<file path="src/rtl/reset_sequencer_if.sv">
// Bus between the reset sequencer and its downstream domains:
// software restart request, per-domain ready/reset and status.
interface reset_sequencer_if #(
   parameter int N_DOMAINS = 4
);
   localparam int FW = (N_DOMAINS > 1) ? $clog2(N_DOMAINS) : 1;

   logic                 req_reset;
   logic [N_DOMAINS-1:0] ready_in;
   logic [N_DOMAINS-1:0] reset_out;
   logic                 done;
   logic                 timeout_err;
   logic [FW-1:0]        fault_idx;

   modport master (
      input  req_reset, ready_in,
      output reset_out, done, timeout_err, fault_idx
   );

   modport slave (
      output req_reset, ready_in,
      input  reset_out, done, timeout_err, fault_idx
   );
endinterface

</file>
<file path="src/rtl/reset_sequencer.sv">
// Holds all reset domains for a minimum width, then releases them one by one
// in index order, each after the previous domain acknowledges plus a gap.
module reset_sequencer #(
   parameter int N_DOMAINS     = 4,
   parameter int HOLD_CYCLES   = 16,
   parameter int GAP_CYCLES    = 8,
   parameter int READY_TIMEOUT = 1024
) (
   input logic               clk,
   input logic               reset,
   reset_sequencer_if.master bus
);
   localparam int IW   = (N_DOMAINS > 1) ? $clog2(N_DOMAINS) : 1;
   localparam int MAXC = (HOLD_CYCLES > GAP_CYCLES)
                         ? ((HOLD_CYCLES > READY_TIMEOUT) ? HOLD_CYCLES : READY_TIMEOUT)
                         : ((GAP_CYCLES > READY_TIMEOUT) ? GAP_CYCLES : READY_TIMEOUT);
   localparam int CW   = $clog2(MAXC + 1);

   localparam logic [CW-1:0] HOLD_LAST = CW'(HOLD_CYCLES - 1);
   localparam logic [CW-1:0] GAP_LAST  = CW'(GAP_CYCLES - 1);
   localparam logic [CW-1:0] TO_LAST   = CW'(READY_TIMEOUT - 1);
   localparam logic [IW-1:0] IDX_LAST  = IW'(N_DOMAINS - 1);

   typedef enum logic [2:0] {S_HOLD, S_WAIT, S_GAP, S_DONE, S_ERROR} state_e;

   state_e               state_q, state_d;
   logic [CW-1:0]        cnt_q, cnt_d;
   logic [IW-1:0]        idx_q, idx_d;
   logic [N_DOMAINS-1:0] reset_out_q, reset_out_d;
   logic                 done_q, done_d;
   logic                 timeout_err_q, timeout_err_d;
   logic [IW-1:0]        fault_idx_q, fault_idx_d;

   always_comb begin
      state_d       = state_q;
      cnt_d         = cnt_q;
      idx_d         = idx_q;
      reset_out_d   = reset_out_q;
      done_d        = done_q;
      timeout_err_d = timeout_err_q;
      fault_idx_d   = fault_idx_q;

      unique case (state_q)
         S_HOLD: begin
            reset_out_d = '1;
            if (cnt_q == HOLD_LAST) begin
               reset_out_d[0] = 1'b0;
               idx_d          = '0;
               cnt_d          = '0;
               state_d        = S_WAIT;
            end else begin
               cnt_d = cnt_q + CW'(1);
            end
         end
         S_WAIT: begin
            // ack wins over timeout when both land on the same edge
            if (bus.ready_in[idx_q]) begin
               cnt_d = '0;
               if (idx_q == IDX_LAST) begin
                  done_d  = 1'b1;
                  state_d = S_DONE;
               end else begin
                  state_d = S_GAP;
               end
            end else if (cnt_q == TO_LAST) begin
               reset_out_d   = '1;
               timeout_err_d = 1'b1;
               fault_idx_d   = idx_q;
               state_d       = S_ERROR;
            end else begin
               cnt_d = cnt_q + CW'(1);
            end
         end
         S_GAP: begin
            if (cnt_q == GAP_LAST) begin
               reset_out_d[idx_q + IW'(1)] = 1'b0;
               idx_d   = idx_q + IW'(1);
               cnt_d   = '0;
               state_d = S_WAIT;
            end else begin
               cnt_d = cnt_q + CW'(1);
            end
         end
         S_DONE, S_ERROR: ;
         default: state_d = S_HOLD;
      endcase

      // restart keeps the sticky error and its index for software to read
      if (bus.req_reset) begin
         state_d     = S_HOLD;
         cnt_d       = '0;
         reset_out_d = '1;
         done_d      = 1'b0;
      end
   end

   always_ff @(posedge clk) begin
      if (reset) begin
         state_q       <= S_HOLD;
         cnt_q         <= '0;
         idx_q         <= '0;
         reset_out_q   <= '1;
         done_q        <= 1'b0;
         timeout_err_q <= 1'b0;
         fault_idx_q   <= '0;
      end else begin
         state_q       <= state_d;
         cnt_q         <= cnt_d;
         idx_q         <= idx_d;
         reset_out_q   <= reset_out_d;
         done_q        <= done_d;
         timeout_err_q <= timeout_err_d;
         fault_idx_q   <= fault_idx_d;
      end
   end

   assign bus.reset_out   = reset_out_q;
   assign bus.done        = done_q;
   assign bus.timeout_err = timeout_err_q;
   assign bus.fault_idx   = fault_idx_q;
endmodule

</file>
<file path="src/flat_wrapper.sv">
// flat-port wrapper written by rule: the top's interface ports become plain ports
module reset_sequencer_flat 
#(
   parameter int N_DOMAINS     = 4,
   parameter int HOLD_CYCLES   = 16,
   parameter int GAP_CYCLES    = 8,
   parameter int READY_TIMEOUT = 1024
)
  (clk, reset, bus_req_reset, bus_ready_in, bus_reset_out, bus_done, bus_timeout_err, bus_fault_idx);
  reset_sequencer_if #(.N_DOMAINS(N_DOMAINS)) bus_i ();
  input logic clk;
  input logic reset;
  input wire logic [$bits(bus_i.req_reset)-1:0] bus_req_reset;
  input wire logic [$bits(bus_i.ready_in)-1:0] bus_ready_in;
  output wire logic [$bits(bus_i.reset_out)-1:0] bus_reset_out;
  output wire logic [$bits(bus_i.done)-1:0] bus_done;
  output wire logic [$bits(bus_i.timeout_err)-1:0] bus_timeout_err;
  output wire logic [$bits(bus_i.fault_idx)-1:0] bus_fault_idx;
  assign bus_i.req_reset = bus_req_reset;
  assign bus_i.ready_in = bus_ready_in;
  assign bus_reset_out = bus_i.reset_out;
  assign bus_done = bus_i.done;
  assign bus_timeout_err = bus_i.timeout_err;
  assign bus_fault_idx = bus_i.fault_idx;
  reset_sequencer #(.N_DOMAINS(N_DOMAINS), .HOLD_CYCLES(HOLD_CYCLES), .GAP_CYCLES(GAP_CYCLES), .READY_TIMEOUT(READY_TIMEOUT)) u_core (.clk(clk), .reset(reset), .bus(bus_i));
endmodule
</file>
<file path="config.mk">
export PLATFORM = sky130hd
export DESIGN_NAME = reset_sequencer_flat
export DESIGN_NICKNAME = d
export VERILOG_FILES = /design/src/rtl/reset_sequencer_if.sv /design/src/rtl/reset_sequencer.sv /design/src/flat_wrapper.sv
export SDC_FILE = /design/constraint.sdc
export NUM_CORES = 1
export LEC_CHECK = 0
export ABC_AREA = 1
export CAP_MARGIN = 0
export CORE_MARGIN = 1
export CORE_UTILIZATION = 45
export CTS_CLUSTER_DIAMETER = 60
export DETAILED_ROUTE_END_ITERATION = 12
export PLACE_DENSITY = 0.66
export SKIP_LAST_GASP = 1
export SYNTH_ARGS = -nofsm -noshare
export SYNTH_HDL_FRONTEND = slang
export SYNTH_SLANG_ARGS = --single-unit
</file>
<file path="constraint.sdc">
create_clock -name clk -period 2 [get_ports clk]
set_clock_uncertainty 0.2 [all_clocks]
set_input_delay 0.3 -clock clk [delete_from_list [all_inputs] [get_ports clk]]
set_output_delay 0.3 -clock clk [all_outputs]
set_load 0.05 [all_outputs]
</file>
==> results of run 1 <==
-- layout by cell type (no fill, tap or decap), drive strengths merged --
| cell | synthesis | layout |
|---|---|---|
| or2 | 1 | 1 |
| nand3 | 22 | 22 |
| dlymetal6s2s | 0 | 3 |
| nor3 | 3 | 3 |
| a41oi | 1 | 1 |
| a31oi | 2 | 2 |
| ha | 6 | 6 |
| nand3b | 4 | 4 |
| clkbuf | 0 | 4 |
| o21bai | 1 | 1 |
| nand4 | 2 | 2 |
| a21oi | 8 | 8 |
| clkinvlp | 0 | 1 |
| nand2 | 71 | 71 |
| dlygate4sd2 | 0 | 3 |
| o21ai | 7 | 7 |
| clkdlybuf4s50 | 0 | 6 |
| inv | 29 | 28 |
| dfxtp | 24 | 24 |
| nor2 | 40 | 40 |
| buf | 1 | 9 |
-- registers in the layout (all words and copies together), names as in the netlist --
| signal | count |
|---|---|
| u_core.bus.timeout_err | 1 |
| u_core.bus.done | 1 |
| u_core.idx_q | 2 |
| u_core.cnt_q | 11 |
| u_core.bus.fault_idx | 2 |
| u_core.bus.reset_out | 4 |
| u_core.state_q | 3 |
-- path summary, 6_finish.rpt --
kind / start / slack, ns / depth (start not counted) / end
hold / removal: u_core.bus.reset_out[1] / 0.29 / 2 / u_core.bus.reset_out[1]
setup / recovery: u_core.cnt_q[8] / 0.15 / 11 / u_core.cnt_q[3]
hold reg to reg: u_core.bus.reset_out[1] / 0.29 / 2 / u_core.bus.reset_out[1]
setup reg to reg: u_core.cnt_q[8] / 0.15 / 11 / u_core.cnt_q[3]
-- kinds of logic after synthesis --
kind of cell	count (synthesis)
simple gates	143
buf+inv	30
flops	24
compound gates	19
fa+ha+maj	6
-- per-layer routing --
layer	up-vias	track usage (%)	part of all wire (%)
li1	750	-	-
met1	587	29.0	54
met2	17	30.7	42
met3	2	4.62	2.6
met4	0	5.44	0.87
met5	-	0	0
-- cell type report --
cell class | instances | area (µm²) | share of cell area, %
sequential | 24 | 482 | 27.6
tap | 44 | 55.1 | 3.16
clock buffer | 4 | 36.3 | 2.08
multi-input combinational | 168 | 866 | 49.7
inverter | 29 | 113 | 6.46
timing repair buffer | 21 | 191 | 11.0
-- power breakdown --
| group | internal, mW | switching [mW] |
|---|---|---|
| logic | 0.0517 | 0.0792 |
| clock network | 0.111 | 0.149 |
| registers | 0.487 | 0.00857 |
-- worst max-delay path: cells and delay by family, from the launching register on --
family	cells	cell delay, ns
AND/OR/NAND/NOR	9	0.91
flip-flops	1	0.48
buffers and inverters	2	0.19
-- metrics by stage --
| step | total power [mW] | setup slack (ns) |
|---|---|---|
| after floorplan | 0.593 | 0.353 |
| after global placement | 0.632 | 0.0437 |
| after detailed placement | 0.632 | 0.0142 |
| after CTS | 0.899 | 0.00375 |
| after global routing | 0.942 | -0.000754 |
| final | 0.887 | 0.151 |
-- what timing repair did --
action                                  CTS  global route
resized for setup                         3             9
endpoints found under the setup margin    3            20
pin swaps                                 0             1
hold buffers                              0             0
setup buffers                             0             2
==> summary.md, run 1 <==
| Metric | Value |
|---|---|
| Run status | `finished, final reports clean` |
| Leakage power total | `between 0.8 and 0.9 nW` |
| Chip Height | `58.6 µm` |
| CTS tree | `yes` |
| Pin count of the biggest net entering global routing | `15` |
| Series of cell instances along the critical path | `nand2_2 -> nor2_4 -> nand2_2 -> nor2_4 -> nand3_4 -> nand2_8 -> clkinvlp_4 -> nand3_1 -> nand2_1 -> nand2_1 -> inv_1` |
| Port Buf Inserts | `14` |
| EDFF count, synth | `0` |
| Area after detailed placement | `1660 µm²` |
| Portion of synthesized cell area occupied by the leading cell type | `33.4%` |
| Initial antenna violation count | `0` |
| Number of DRC violations after detailed routing | `0` |
| Area delta synth->final | `21.0%` |
| Detailed-routing iteration count for the pre-antenna-repair pass | `4` |
| Number of clock sinks | `24` |
| Placeable Area | `3050 µm²` |
| Share of cells above drive strength 1 | `13.8%` |
| Most common cell in the synthesized netlist | `nand2_1` |
| Total global-route track usage | `20.3%` |
| Min Tclk post-route | `1.85 ns` |
| Startpoint class of the critical path | `flip-flop` |
| Inserted Clock Buffers | `3` |
| Adder-Cell Fraction of Synth Area | `5.21%` |
| Post-synthesis sequential area ratio | `about a third` |
| Data required time of the worst path | `2.04 ns` |
| Hold Crit Class | `reg2reg` |
| Distinct cell type count of the synthesized netlist | `23` |
| Number of primary I/O pins | `15` |
| Per-cell via count in the routed design | `4.68` |
| Drt first-iter violations | `56` |
| Post-Syn Area | `1440 µm²` |
| Area share of and/or/nand/nor cells after synthesis | `a little under half` |
| Number of setup violations in the final report | `0` |
| Max Fanout on Critical Path | `10` |
| First-pass GRT wire length | `5.35 mm` |
| Post-synthesis compound-gate area fraction | `7.21%` |
| Final standard cell utilization of the core | `57.1%` |
| Number of pins with negative max-slew slack in the final report | `0` |
| Number of vias after detailed routing | `1356` |
| Xor and xnor area share after synthesis | `0%` |
| Syn Inst Count | `around 220` |
| Prevailing post-synth register cell | `dfxtp_1` |
| Dominant combinational cell family by area after synthesis | `simple AND/OR/NAND/NOR gates` |
| Warning count from the yosys run | `0` |
| Synthesis-stage register bit count | `24` |
| Highest clock rate | `541 MHz` |
| Crit-path max cell delay | `0.48 ns` |
| Std cell rows | `20` |
| Final std cell area, no fill | `1740 µm²` |
| CP endpoint kind | `flip-flop` |
| Transition time of the tightest slew-check pin | `just over 0.5 ns` |
| Post-detailed-route wirelength per cell | `10.7 µm` |
| Via count of the first global-routing pass | `1246` |
| Post-placement cell count | `284` |
| Max-cap violations | `0` |
| Maximum root-to-sink buffer count | `2` |
| Final estimated routing congestion in global placement | `0.818` |
| Gr ovfl total | `0` |
| Buffer type at the clock tree root | `clkbuf_4` |
| Setup Crit Path Kind | `reg2reg` |
| Largest area contributor in the netlist | `dfxtp_1` |
| Avg Cell Area, Syn | `6.49 µm²` |
| # nets final | `260` |
| Share of the clock period used by the worst path | `92.5%` |
| Initial core utilization | `47.2%` |
| Ant. Diodes | `0` |
| H-tree levels | `1` |
| Synth async-reset ratio | `0%` |
| Power Density | `509 nW/µm²` |
| DIE AREA | `3430 µm²` |
| Clock transition at path regs | `0.13 ns` |
| Final Instance Count excl. Fillers | `290` |
| WP data arrival | `1.89 ns` |
| Die Width | `58.6 µm` |
| Source-to-sink clock delay at the later pin of the worst-skew pair | `0.32 ns` |
| Slowest cell on crit path | `dfxtp_1` |
| IR drop worst, VDD | `0.332 mV` |
| Half-perimeter wire length of the detailed placement result | `2.40 mm` |
| Fill cell count | `305` |
| Final Hold Violating Endpoints | `0` |
| Final TNS setup | `0 ns` |
| Net count of the mapped netlist | `235` |
| Synth top area cells | `dfxtp_1 (33%), nand2_1 (17%), nor2_1 (8.3%)` |
| Worst Hold Margin | `0.291 ns` |
| Total wire length | `between 3 and 4 mm` |
| Normalized max-slew margin | `between 60% and 70%` |
| Commonest cells in the netlist | `nand2_1 (66), nor2_1 (32), inv_1 (27)` |
| Number of antenna-violating nets in the routed design | `0` |
| Proportion of synthesized area in mux cells | `0%` |
(Power assumes the default switching activity.)
==> inputs of run 2 (changes only) <==
--- a/config.mk
+++ b/config.mk
@@ -7,10 +7,11 @@
 export LEC_CHECK = 0
 export ABC_AREA = 1
 export CAP_MARGIN = 0
-export CORE_MARGIN = 1
+export CORE_MARGIN = 2
 export CORE_UTILIZATION = 45
 export CTS_CLUSTER_DIAMETER = 60
 export DETAILED_ROUTE_END_ITERATION = 12
+export HOLD_SLACK_MARGIN = 0.08
 export PLACE_DENSITY = 0.66
 export SKIP_LAST_GASP = 1
 export SYNTH_ARGS = -nofsm -noshare
==> summary.md, run 2 (same netlist as run 1, synthesis figures left out) <==
| Metric | Value |
|---|---|
| First-pass GRT wire length | `5.13 mm (was 5.35 mm)` |
| Post-placement cell count | `284 (unchanged)` |
| Number of primary I/O pins | `15 (unchanged)` |
| FF-to-FF path depth | `12 (was 11)` |
| Share of cells above drive strength 1 | `14.2% (was 13.8%)` |
| Slowest cell on crit path | `dfxtp_1 (unchanged)` |
| Data required time of the worst path | `2.02 ns (was 2.04 ns)` |
| CP endpoint kind | `flip-flop (unchanged)` |
| Number of setup violations in the final report | `0 (unchanged)` |
| Leakage power total | `0.842 nW (was 0.820 nW)` |
| Number of pins with negative max-slew slack in the final report | `0 (unchanged)` |
| Chip Height | `60.6 µm (was 58.6 µm)` |
| Normalized max-slew margin | `65.5% (was 66.3%)` |
| Min-Delay Path Depth | `2 (unchanged)` |
| Critical register-to-register path startpoint | `u_core.cnt_q[1] (was u_core.cnt_q[8])` |
| Setup repair after global routing missed its margin | `false` |
| Max FFs per register | `11 (unchanged)` |
| Buffer type at the clock tree root | `clkbuf_4 (unchanged)` |
| Inserted Clock Buffers | `3 (unchanged)` |
| Worst min-delay path startpoint | `u_core.bus.reset_out[3] (was u_core.bus.reset_out[1])` |
| Crit-path max cell delay | `0.36 ns (was 0.48 ns)` |
| Die Width | `60.6 µm (was 58.6 µm)` |
| Total global-route track usage | `18.8% (was 20.3%)` |
| Post-detailed-route wirelength per cell | `11.2 µm (was 10.7 µm)` |
| Number of vias after detailed routing | `1363 (was 1356)` |
| Maximum root-to-sink buffer count | `2 (unchanged)` |
| Final Instance Count excl. Fillers | `291 (was 290)` |
| Commonest non-fill, non-tap cell in the layout | `nand2_1 (unchanged)` |
| Clock transition at path regs | `0.12 ns (was 0.13 ns)` |
| Series of cell instances along the critical path | `ha_2 -> nand2_1 -> inv_1 -> nand2_2 -> nor2_4 -> nand3_4 -> nand2_8 -> clkinvlp_4 -> nand2_1 -> nand2_1 -> nand2_1 -> nor2_1 (was nand2_2 -> nor2_4 -> nand2_2 -> nor2_4 -> nand3_4 -> nand2_8 -> clkinvlp_4 -> nand3_1 -> nand2_1 -> nand2_1 -> inv_1)` |
| H-tree levels | `1 (unchanged)` |
| Max-cap violations | `0 (unchanged)` |
| Total wire length | `3.26 mm (was 3.10 mm)` |
| Final TNS setup | `0 ns (unchanged)` |
| Detailed-routing iteration count for the pre-antenna-repair pass | `4 (unchanged)` |
| Highest clock rate | `536 MHz (was 541 MHz)` |
| Initial core utilization | `47.2% (unchanged)` |
| Port Buf Inserts | `14 (unchanged)` |
| Top reg by flops | `u_core.cnt_q (unchanged)` |
| Endpoint with the worst hold slack | `u_core.bus.reset_out[3] (was u_core.bus.reset_out[1])` |
| Gr ovfl total | `0 (unchanged)` |
| Std cell rows | `20 (unchanged)` |
| Max Fanout on Critical Path | `6 (was 10)` |
| CTS tree | `yes (unchanged)` |
| DIE AREA | `3670 µm² (was 3430 µm²)` |
| # nets final | `262 (was 260)` |
| Number of DRC violations after detailed routing | `0 (unchanged)` |
| Per-cell via count in the routed design | `4.68 (about the same)` |
| Setup ws final | `0.136 ns (was 0.151 ns)` |
| Slack of the worst reg-to-reg path | `0.14 ns (was 0.15 ns)` |
| Share of the clock period used by the worst path | `93.2% (was 92.5%)` |
| Top library cells by usage in the layout, fill and taps aside | `nand2_1 (66), nor2_1 (32), inv_1 (26) (unchanged)` |
| Drt first-iter violations | `62 (was 56)` |
| Worst Hold Margin | `0.289 ns (was 0.291 ns)` |
| Final Hold Violating Endpoints | `0 (unchanged)` |
| Ant. Diodes | `0 (unchanged)` |
| Final standard cell utilization of the core | `57.2% (was 57.1%)` |
| Total power | `0.837 mW (was 0.887 mW)` |
| Pin count of the biggest net entering global routing | `14 (was 15)` |
| Final std cell area, no fill | `1750 µm² (was 1740 µm²)` |
| Number of antenna-violating nets in the routed design | `0 (unchanged)` |
| Transition time of the tightest slew-check pin | `0.516 ns (was 0.504 ns)` |
| Power Density | `480 nW/µm² (was 509 nW/µm²)` |
| WP data arrival | `1.88 ns (was 1.89 ns)` |
| Run status | `finished, final reports clean (unchanged)` |
| Area after detailed placement | `1660 µm² (unchanged)` |
| Hold Crit Class | `reg2reg (unchanged)` |
| Crit path buffers/inverters | `2 (unchanged)` |
| Source-to-sink clock delay at the later pin of the worst-skew pair | `0.31 ns (was 0.32 ns)` |
| Number of clock sinks | `24 (unchanged)` |
| Placeable Area | `3050 µm² (unchanged)` |
| Final estimated routing congestion in global placement | `0.817 (was 0.818)` |
| Via count of the first global-routing pass | `1161 (was 1246)` |
| Crit Reg-Reg Endpoint | `u_core.cnt_q[2] (was u_core.cnt_q[3])` |
| IR drop worst, VDD | `0.429 mV (was 0.332 mV)` |
| Cell repeated most along the worst path | `nand2_1` |
| Startpoint class of the critical path | `flip-flop (unchanged)` |
| Half-perimeter wire length of the detailed placement result | `2.47 mm (was 2.40 mm)` |
| Setup Crit Path Kind | `reg2reg (unchanged)` |
| Pre-CTS setup slack | `0.00599 ns (was 0.0142 ns)` |
| Worst path top cell family by delay | `simple AND/OR/NAND/NOR gates (unchanged)` |
| Min Tclk post-route | `1.86 ns (was 1.85 ns)` |
| Area delta synth->final | `21.2% (was 21.0%)` |
| Initial antenna violation count | `0 (unchanged)` |
==> run 2: cell count changes in the layout (fill, tap and decap cells not counted) <==
cell / change
dlymetal6s2s_1: +3
buf_4: +2
clkbuf_8: -1
ha_2: +1
dlygate4sd2_1: -3
ha_4: -1
==> run 2: per-layer routing <==
| layer | up-vias | GRT usage (%) | wire length, µm |
|---|---|---|---|
| li1 | 751 | - | - |
| met1 | 591 | 28.8 | 1770 |
| met2 | 19 | 25.8 | 1370 |
| met3 | 2 | 5.12 | 100 |
| met4 | 0 | 4.66 | 27 |
| met5 | - | 0 | 0 |
==> run 2: timing repair <==
item | 4_1_cts | 5_1_grt
hold buffers | 0 | 0
endpoints found under the hold margin | 0 | 0
buffers inserted | 0 | 4
setup endpoints to repair | 0 | 23
gates resized for setup | 0 | 11
==> run 2: how the worst max path moves through the flow <==
stage	start	endpoint	slack, ns	depth (start not counted)
4_1_cts	u_core.bus.reset_out[3]	bus_reset_out[3]	0.01	1
6_report	u_core.cnt_q[1]	u_core.cnt_q[2]	0.14	12
3_3_place_gp	bus_ready_in[1]	u_core.state_q[1]	-0.04	10
2_1_floorplan	u_core.cnt_q[0]	u_core.bus.reset_out[1]	0.35	10
3_5_place_dp	bus_ready_in[1]	u_core.state_q[1]	0.006	10
5_1_grt	u_core.cnt_q[0]	u_core.cnt_q[3]	0.01	12
==> run 2: final cells by class <==
class / count / area, µm²
fill: 304 / 1310
multi-input combinational: 168 / 856
sequential: 24 / 482
timing repair buffer: 23 / 218
inverter: 29 / 113
tap: 44 / 55.1
clock buffer: 3 / 22.5
==> run 2: tightest hold or removal path, stage by stage (launching register included) <==
cell      delay [ns]
dfxtp_1         0.33
nand2_1         0.06
nand3b_1        0.06
==> run 2: power breakdown <==
part           switching [mW]  internal [mW]
combinational          0.0817         0.0526
sequential            0.00739          0.487
clock                   0.138         0.0705
